**config.mk**
```make
export PLATFORM = sky130hd
export DESIGN_NAME = irrigation_sensor_conditioner
export DESIGN_NICKNAME = d
export VERILOG_FILES = /design/src/rtl/irrigation_sensor_conditioner.sv
export SDC_FILE = /design/constraint.sdc
export NUM_CORES = 1
export LEC_CHECK = 0
export ABC_AREA = 1
export BUFFER_PORTS_ARGS = -buffer_cell sky130_fd_sc_hd__buf_4
export CAP_MARGIN = 40
export CORE_UTILIZATION = 25
export DETAILED_ROUTE_END_ITERATION = 6
export HOLD_SLACK_MARGIN = 0.02
export PLACE_DENSITY = 0.42
export SLEW_MARGIN = 5
export SYNTH_ARGS = -nofsm -noshare
export SYNTH_HDL_FRONTEND = slang
export SYNTH_SLANG_ARGS = --single-unit
```
**constraint.sdc**
```tcl
create_clock -name _50_MHz -period 3.65 [get_ports _50_MHz]
set_input_delay 0.1825 -clock _50_MHz [delete_from_list [all_inputs] [get_ports _50_MHz]]
set_output_delay 0.1825 -clock _50_MHz [all_outputs]
set_load 0.01 [all_outputs]
```
**src/rtl/irrigation_sensor_conditioner.sv**
```systemverilog
// rtl/irrigation_sensor_conditioner.sv - sensor sync/debounce/validate/classify stage
//
// Synchronizes and debounces the raw tank-level and soil-humidity contacts,
// checks the thermometer codes, and once per 1 Hz tick classifies them into
// the irrigation request consumed by the main state machine.
//
// Ports:
//   _50_MHz          in   system clock, rising edge
//   rst_n            in   synchronous active-low reset
//   _1_Hz            in   1 Hz square wave, rising edge = sample tick (async)
//   level_sensors    in   [2:0] tank contacts {high, mid, low}, 1 = submerged (async)
//   humidity_sensors in   [1:0] soil contacts {wet, moist} (async)
//   irrigation_data  out  [1:0] 00 none, 01 drip, 10 sprinkler, 11 no water / fault
//   specific         out  water-limited cycle request
//   sensor_error     out  high while not in NORMAL
//   data_changed     out  one-clock pulse when irrigation_data/specific change
module irrigation_sensor_conditioner #(
  parameter int DEBOUNCE_CYCLES = 50000,
  parameter int CNT_W           = 16,
  parameter int RECOVER_TICKS   = 3
) (
  input  logic       _50_MHz,
  input  logic       rst_n,
  input  logic       _1_Hz,
  input  logic [2:0] level_sensors,
  input  logic [1:0] humidity_sensors,
  output logic [1:0] irrigation_data,
  output logic       specific,
  output logic       sensor_error,
  output logic       data_changed
);

  localparam int                REC_W    = (RECOVER_TICKS < 2) ? 1 : $clog2(RECOVER_TICKS + 1);
  localparam logic [CNT_W-1:0]  DB_LAST  = CNT_W'(DEBOUNCE_CYCLES - 1);
  localparam logic [CNT_W-1:0]  CNT_ONE  = CNT_W'(1);
  localparam logic [REC_W-1:0]  REC_LAST = REC_W'(RECOVER_TICKS - 1);
  localparam logic [REC_W-1:0]  REC_ONE  = REC_W'(1);

  typedef enum logic [1:0] {
    ST_NORMAL  = 2'd0,
    ST_FAULT   = 2'd1,
    ST_RECOVER = 2'd2
  } state_t;

  // ---------------------------------------------------------------------------
  // Two-flop synchronizers: bit 5 is the 1 Hz wave, [4:2] level, [1:0] humidity
  // ---------------------------------------------------------------------------
  logic [5:0] raw_in;
  logic [5:0] sync1;
  logic [5:0] sync2;
  logic       hz_prev;
  logic       tick;

  assign raw_in = {_1_Hz, level_sensors, humidity_sensors};

  always_ff @(posedge _50_MHz) begin
    if (!rst_n) begin
      sync1   <= '0;
      sync2   <= '0;
      hz_prev <= 1'b0;
    end else begin
      sync1   <= raw_in;
      sync2   <= sync1;
      hz_prev <= sync2[5];
    end
  end

  assign tick = sync2[5] & ~hz_prev;

  // ---------------------------------------------------------------------------
  // Per-bit debounce: a bit must disagree with its filtered value for
  // DEBOUNCE_CYCLES consecutive clocks before the filtered value follows it.
  // ---------------------------------------------------------------------------
  logic [4:0]       filt;
  logic [CNT_W-1:0] db_cnt [5];

  always_ff @(posedge _50_MHz) begin
    if (!rst_n) begin
      filt <= '0;
      for (int i = 0; i < 5; i++) begin
        db_cnt[i] <= '0;
      end
    end else begin
      for (int i = 0; i < 5; i++) begin
        if (sync2[i] != filt[i]) begin
          if (db_cnt[i] == DB_LAST) begin
            filt[i]   <= sync2[i];
            db_cnt[i] <= '0;
          end else begin
            db_cnt[i] <= db_cnt[i] + CNT_ONE;
          end
        end else begin
          db_cnt[i] <= '0;
        end
      end
    end
  end

  // ---------------------------------------------------------------------------
  // Code validation and classification of the filtered contacts
  // ---------------------------------------------------------------------------
  logic [2:0] lvl;
  logic [1:0] hum;
  logic       codes_ok;
  logic [1:0] cls_data;
  logic       cls_spec;

  assign lvl      = filt[4:2];
  assign hum      = filt[1:0];
  assign codes_ok = ((lvl == 3'b000) || (lvl == 3'b001) || (lvl == 3'b011) || (lvl == 3'b111))
                    && (hum != 2'b10);

  always_comb begin
    cls_data = 2'b10;
    if (lvl == 3'b000) begin
      cls_data = 2'b11;
    end else if (hum == 2'b11) begin
      cls_data = 2'b00;
    end else if (hum == 2'b01) begin
      cls_data = 2'b01;
    end else if (lvl == 3'b001) begin
      cls_data = 2'b01;
    end else begin
      cls_data = 2'b10;
    end
    cls_spec = (lvl == 3'b001) && ((cls_data == 2'b01) || (cls_data == 2'b10));
  end

  // ---------------------------------------------------------------------------
  // Fault FSM: state register / next-state logic / output logic
  // ---------------------------------------------------------------------------
  state_t           state_q, state_d;
  logic [REC_W-1:0] rec_cnt_q, rec_cnt_d;

  always_ff @(posedge _50_MHz) begin
    if (!rst_n) begin
      state_q   <= ST_NORMAL;
      rec_cnt_q <= '0;
    end else begin
      state_q   <= state_d;
      rec_cnt_q <= rec_cnt_d;
    end
  end

  always_comb begin
    state_d   = state_q;
    rec_cnt_d = rec_cnt_q;
    if (tick) begin
      case (state_q)
        ST_NORMAL: begin
          if (!codes_ok) state_d = ST_FAULT;
        end
        ST_FAULT: begin
          if (codes_ok) begin
            if (RECOVER_TICKS == 1) begin
              state_d = ST_NORMAL;
            end else begin
              state_d   = ST_RECOVER;
              rec_cnt_d = REC_ONE;
            end
          end
        end
        ST_RECOVER: begin
          if (!codes_ok) begin
            state_d   = ST_FAULT;
            rec_cnt_d = '0;
          end else if (rec_cnt_q == REC_LAST) begin
            state_d   = ST_NORMAL;
            rec_cnt_d = '0;
          end else begin
            rec_cnt_d = rec_cnt_q + REC_ONE;
          end
        end
        default: begin
          state_d   = ST_NORMAL;
          rec_cnt_d = '0;
        end
      endcase
    end
  end

  // Outputs follow the state being entered on this tick, so the entering-fault
  // tick already reports the fault and the leaving-recover tick already
  // reports the fresh classification.
  logic [1:0] data_d;
  logic       spec_d;
  logic       err_d;

  always_comb begin
    data_d = irrigation_data;
    spec_d = specific;
    err_d  = sensor_error;
    if (tick) begin
      if (state_d == ST_NORMAL) begin
        data_d = cls_data;
        spec_d = cls_spec;
        err_d  = 1'b0;
      end else begin
        data_d = 2'b11;
        spec_d = 1'b0;
        err_d  = 1'b1;
      end
    end
  end

  always_ff @(posedge _50_MHz) begin
    if (!rst_n) begin
      irrigation_data <= 2'b00;
      specific        <= 1'b0;
      sensor_error    <= 1'b0;
      data_changed    <= 1'b0;
    end else begin
      irrigation_data <= data_d;
      specific        <= spec_d;
      sensor_error    <= err_d;
      data_changed    <= tick && ({data_d, spec_d} != {irrigation_data, specific});
    end
  end

endmodule

```
==> results summary <==
The number of design-rule violations left by the first detailed-router iteration came out at 158. The overall routing resource usage came out at a little under a tenth. The row count is 54. At the worst endpoint, the arrival time is 2280 ps.

The number of flops mapped to enable cells by yosys came out at 80. The first-pass iteration count of the detailed router came out at 4. The number of levels the H-tree was split into is 3. The wire length reported by the detailed router is about 9900 um. The endpoint kind of the worst setup timing path is a register. The boundary pin count came out at 13. TritonCTS built the clock tree. Together, buffers and inverters on the worst path number 2. The part of the total power dissipated in combinational logic is about 4.8%.

The final weighted congestion of routability-driven global placement came out at around 0.73. The y dimension of the die came out at roughly 150 um. The area growth from synthesis to final layout came out at 18.6%. Using the TritonRoute via totals, the vias-per-cell ratio works out to between 4 and 5. The number of global-route vias before repair came out at roughly 3.8k. The static power due to leakage is 2.70 nW. The cell taking the most area after synthesis is sky130_fd_sc_hd__edfxtp_1. The final setup TNS is 0 ps. The flip-flop and latch count after synthesis is roughly 110. The share of the Yosys chip area taken by registers is approximately 52%. The maximum fanout count along the critical path is 12. After synthesis, the share of flip-flops with an asynchronous set or reset is 0%.

The average size of a mapped cell came out at just under 9 sq um. For the finished layout, the period the worst path requires is about 2200 ps. The global-route wire length before repair came out at 17100 um. The via count of the routed design came out at a little over 4k. The path class of the tightest hold or removal check is primary input to register.

The number of distinct standard cells referenced by the synthesized netlist is 43. The clock skew after layout is around 7.4 ps. In this run the tightest slew margin relative to its limit is between 50 and 60%. The total internal power is ~1.9 mW. At the worst endpoint, the required time is between 3000 and 4000 ps. Sorting the synthesized cells by area gives the leading types as sky130_fd_sc_hd__edfxtp_1, sky130_fd_sc_hd__dfxtp_1, sky130_fd_sc_hd__nand2_1. The full die area is around 23000 sq um. The clock latency at the later pin of the worst-skew pair is between 300 and 400 ps. The startpoint identified for the worst hold timing path is level_sensors[1].

Across the run, the number of max-cap violations was 0. The share of post-route cells with drive strength above 1 came out at between 10% and 20%. The switching share of power is a little under a quarter. The total number of clock tree sinks came out at 107. The highest-delay cell along the critical path is sky130_fd_sc_hd__edfxtp_1. The final setup violation count is 0. The deepest clock path buffer count is 2. In the synthesized netlist the dominant register cell turns out to be sky130_fd_sc_hd__edfxtp_1. The total congestion overflow came out at 0. The biggest cell delay along the critical path came out at around 470 ps. Setup repair after global routing left no endpoint under its margin. The actual transition at the worst max-transition pin came out at about 650 ps.

The fmax came out at ~0.46 GHz. The total core area came out at 22000 sq um. The die width came out at between 150 and 200 um.

The HPWL reported at the end of detailed placement came out at approximately 7400 um. Dividing total power by cell area gives a power density of around 370 nW/um^2. Counting the buffers created by CTS gives 9.

The net switching component of the power came out at about 0.6 mW. The effective utilization at floorplan came out at 25.7%. The startpoint identified for the worst register-to-register timing path is db_cnt[4][11]. The net count reported at finish is 753. The register clock-pin slew on the reported worst setup and hold paths is around 70 ps. The gate count after technology mapping came out at approximately 640. VDD sags by at most 0.000214 V. The count of buffers from port buffering is 12. The final max-slew violation count came out at 0.

The post-detailed-route DRC marker count is 0. The sum of internal, switching and leakage power came out at between 2 and 2.5 mW. The post-CTS setup-driven buffer insertion count is 0. Per report_power, the sequential group accounts for 55.6% of the total. The critical path is of the register to register type. The antenna diode count is 0.

Among cell families on the critical path, the largest total delay comes from simple AND/OR/NAND/NOR gates. The clock tree root driver cell is sky130_fd_sc_hd__clkbuf_16. The startpoint class of the critical path is a register.

The share of the synthesized area in the top cell type is a little over two fifths. The flow ran to the end, and the final reports show no timing, DRC or antenna violations. Walking the worst path, the cells encountered are nor2_1, nand3_1, nor4_1, nand4_1, nor2_1, inv_1, nand2_1, inv_1, o21ai_0, a21oi_1.

The critical path launch point is db_cnt[4][11]. The post-synthesis instance area is roughly 5600 sq um. The initial antenna violation count came out at 0. Once detail routing completed, the nets flagged for antenna violations numbered 0. The number of hold violations in the final report is 0. The final critical path takes up roughly 60% of the cycle. The Yosys step of the flow raised 0 warnings. Dividing the detail-routed wire length by the instance count gives slightly below 10 um. The clock power share came out at about two fifths. The pin count of the biggest net entering global routing came out at 26.
## cells in the final DEF, fill, tap and decap left out, types with 9 or more instances in the layout
cell type / synthesis / layout
sky130_fd_sc_hd__buf_4: 0 / 12
sky130_fd_sc_hd__ha_1: 9 / 9
sky130_fd_sc_hd__conb_1: 1 / 80
sky130_fd_sc_hd__edfxtp_1: 80 / 80
sky130_fd_sc_hd__nor3_1: 26 / 26
sky130_fd_sc_hd__nor2_2: 12 / 12
sky130_fd_sc_hd__nand2_1: 111 / 111
sky130_fd_sc_hd__nand3_1: 25 / 25
sky130_fd_sc_hd__dfxtp_1: 27 / 27
sky130_fd_sc_hd__a21oi_1: 47 / 47
sky130_fd_sc_hd__xor2_1: 12 / 12
sky130_fd_sc_hd__nor3b_1: 11 / 11
sky130_fd_sc_hd__inv_1: 90 / 90
sky130_fd_sc_hd__nand4_1: 13 / 13
sky130_fd_sc_hd__nor2_1: 74 / 74
sky130_fd_sc_hd__clkbuf_16: 0 / 10
sky130_fd_sc_hd__o21ai_0: 20 / 20
## flip-flops by register name, indices dropped and copies added, names as in the netlist
register	flops
hz_prev	1
db_cnt	80
sync2	6
rec_cnt_q	2
state_q	2
data_changed	1
irrigation_data	2
specific	1
sync1	6
filt	5
sensor_error	1
## worst paths after layout
kind	slack (ps)	endpoint	cells after the start
max reg2reg	1470	db_cnt[4][8]	10
max	1470	db_cnt[4][8]	10
min reg2reg	420	sync2[1]	2
min	50	sync1[3]	3
## worst register-to-register path, stage by stage, from the launching register on
cell and delay [ps]:
sky130_fd_sc_hd__edfxtp_1 470, sky130_fd_sc_hd__nor2_1 160, sky130_fd_sc_hd__nand3_1 70, sky130_fd_sc_hd__nor4_1 200, sky130_fd_sc_hd__nand4_1 150, sky130_fd_sc_hd__nor2_1 110, sky130_fd_sc_hd__inv_1 70, sky130_fd_sc_hd__nand2_1 340
sky130_fd_sc_hd__inv_1 190, sky130_fd_sc_hd__o21ai_0 110, sky130_fd_sc_hd__a21oi_1 50
## cell families (layout without fill, tap and decap cells)
logic type / after synthesis / in the layout / synth area share [%]
compound gates: 89 / 89 / 8.93
xor+xnor: 14 / 14 / 2.17
fa+ha+maj: 9 / 9 / 1.99
buf+inv: 104 / 130 / 7.00
flops: 107 / 107 / 52.1
other cells: 1 / 80 / 0.0664
simple gates: 312 / 312 / 27.7
## cell type report
type / instances / area [sq um]
Clock buffer: 11 / 254
Clock inverter: 5 / 41.3
Fill cell: 2359 / 15300
Inverter: 97 / 364
Multi-Input combinational cell: 504 / 2600
Sequential cell: 107 / 2940
Tap cell: 280 / 350
Timing Repair Buffer: 17 / 140
## metrics by stage
| stage | setup slack (ps) | hold WS (ps) | instances | instance area, sq um | utilization [%] |
|---|---|---|---|---|---|
| finish | 1470 | 48.5 | 1021 | 6700 | 30.5 |
| global route | 1140 | 42.8 | 1021 | 6700 | 30.5 |
| CTS | 1370 | 28.2 | 1021 | 6700 | 30.5 |
| detailed placement | 1360 | 371 | 1000 | 6350 | 28.9 |
| global placement | 1400 | 370 | 1000 | 6350 | 28.9 |
| floorplan | 1900 | 280 | 715 | 5940 | - |
## power groups by stage
| stage | Combinational, mW | Clock [mW] | Sequential (mW) |
|---|---|---|---|
| floorplan | 0.0890 | 0 | 1.41 |
| global placement | 0.115 | 0 | 1.42 |
| detailed placement | 0.114 | 0 | 1.42 |
| CTS | 0.119 | 1.04 | 1.39 |
| global route | 0.140 | 1.07 | 1.40 |
| finish | 0.119 | 0.987 | 1.39 |
## synth_stat cells, drive strengths merged, types with 2 or more instances
library cell and number:
nand3 31, nand4 14, buf 4, nor3 34
nor2 89, a21oi 49, xor2 12, nor3b 12
clkbuf 3, xnor2 2, nor4 10, edfxtp 80
ha 9, a211oi 3, o21ai 23, dfxtp 27
or2 3, inv 97, o21a 8, nand2 117
o21bai 3, o22ai 2
## repair_timing
item,4_1_cts,5_1_grt
gates resized for setup,0,0
hold buffers,5,0
endpoints found under the hold margin,5,0
## metal layers
metal	vias to the layer above	track usage [%]	share of wire, %	routed length (um)
li1	2252	-	-	-
met1	1806	11.5	51	5020
met2	39	14.6	45	4500
met3	13	1.82	2.2	214
met4	0	4.28	1.7	170
met5	-	0	0	0
Note: power is estimated with default switching activity, not from simulation.
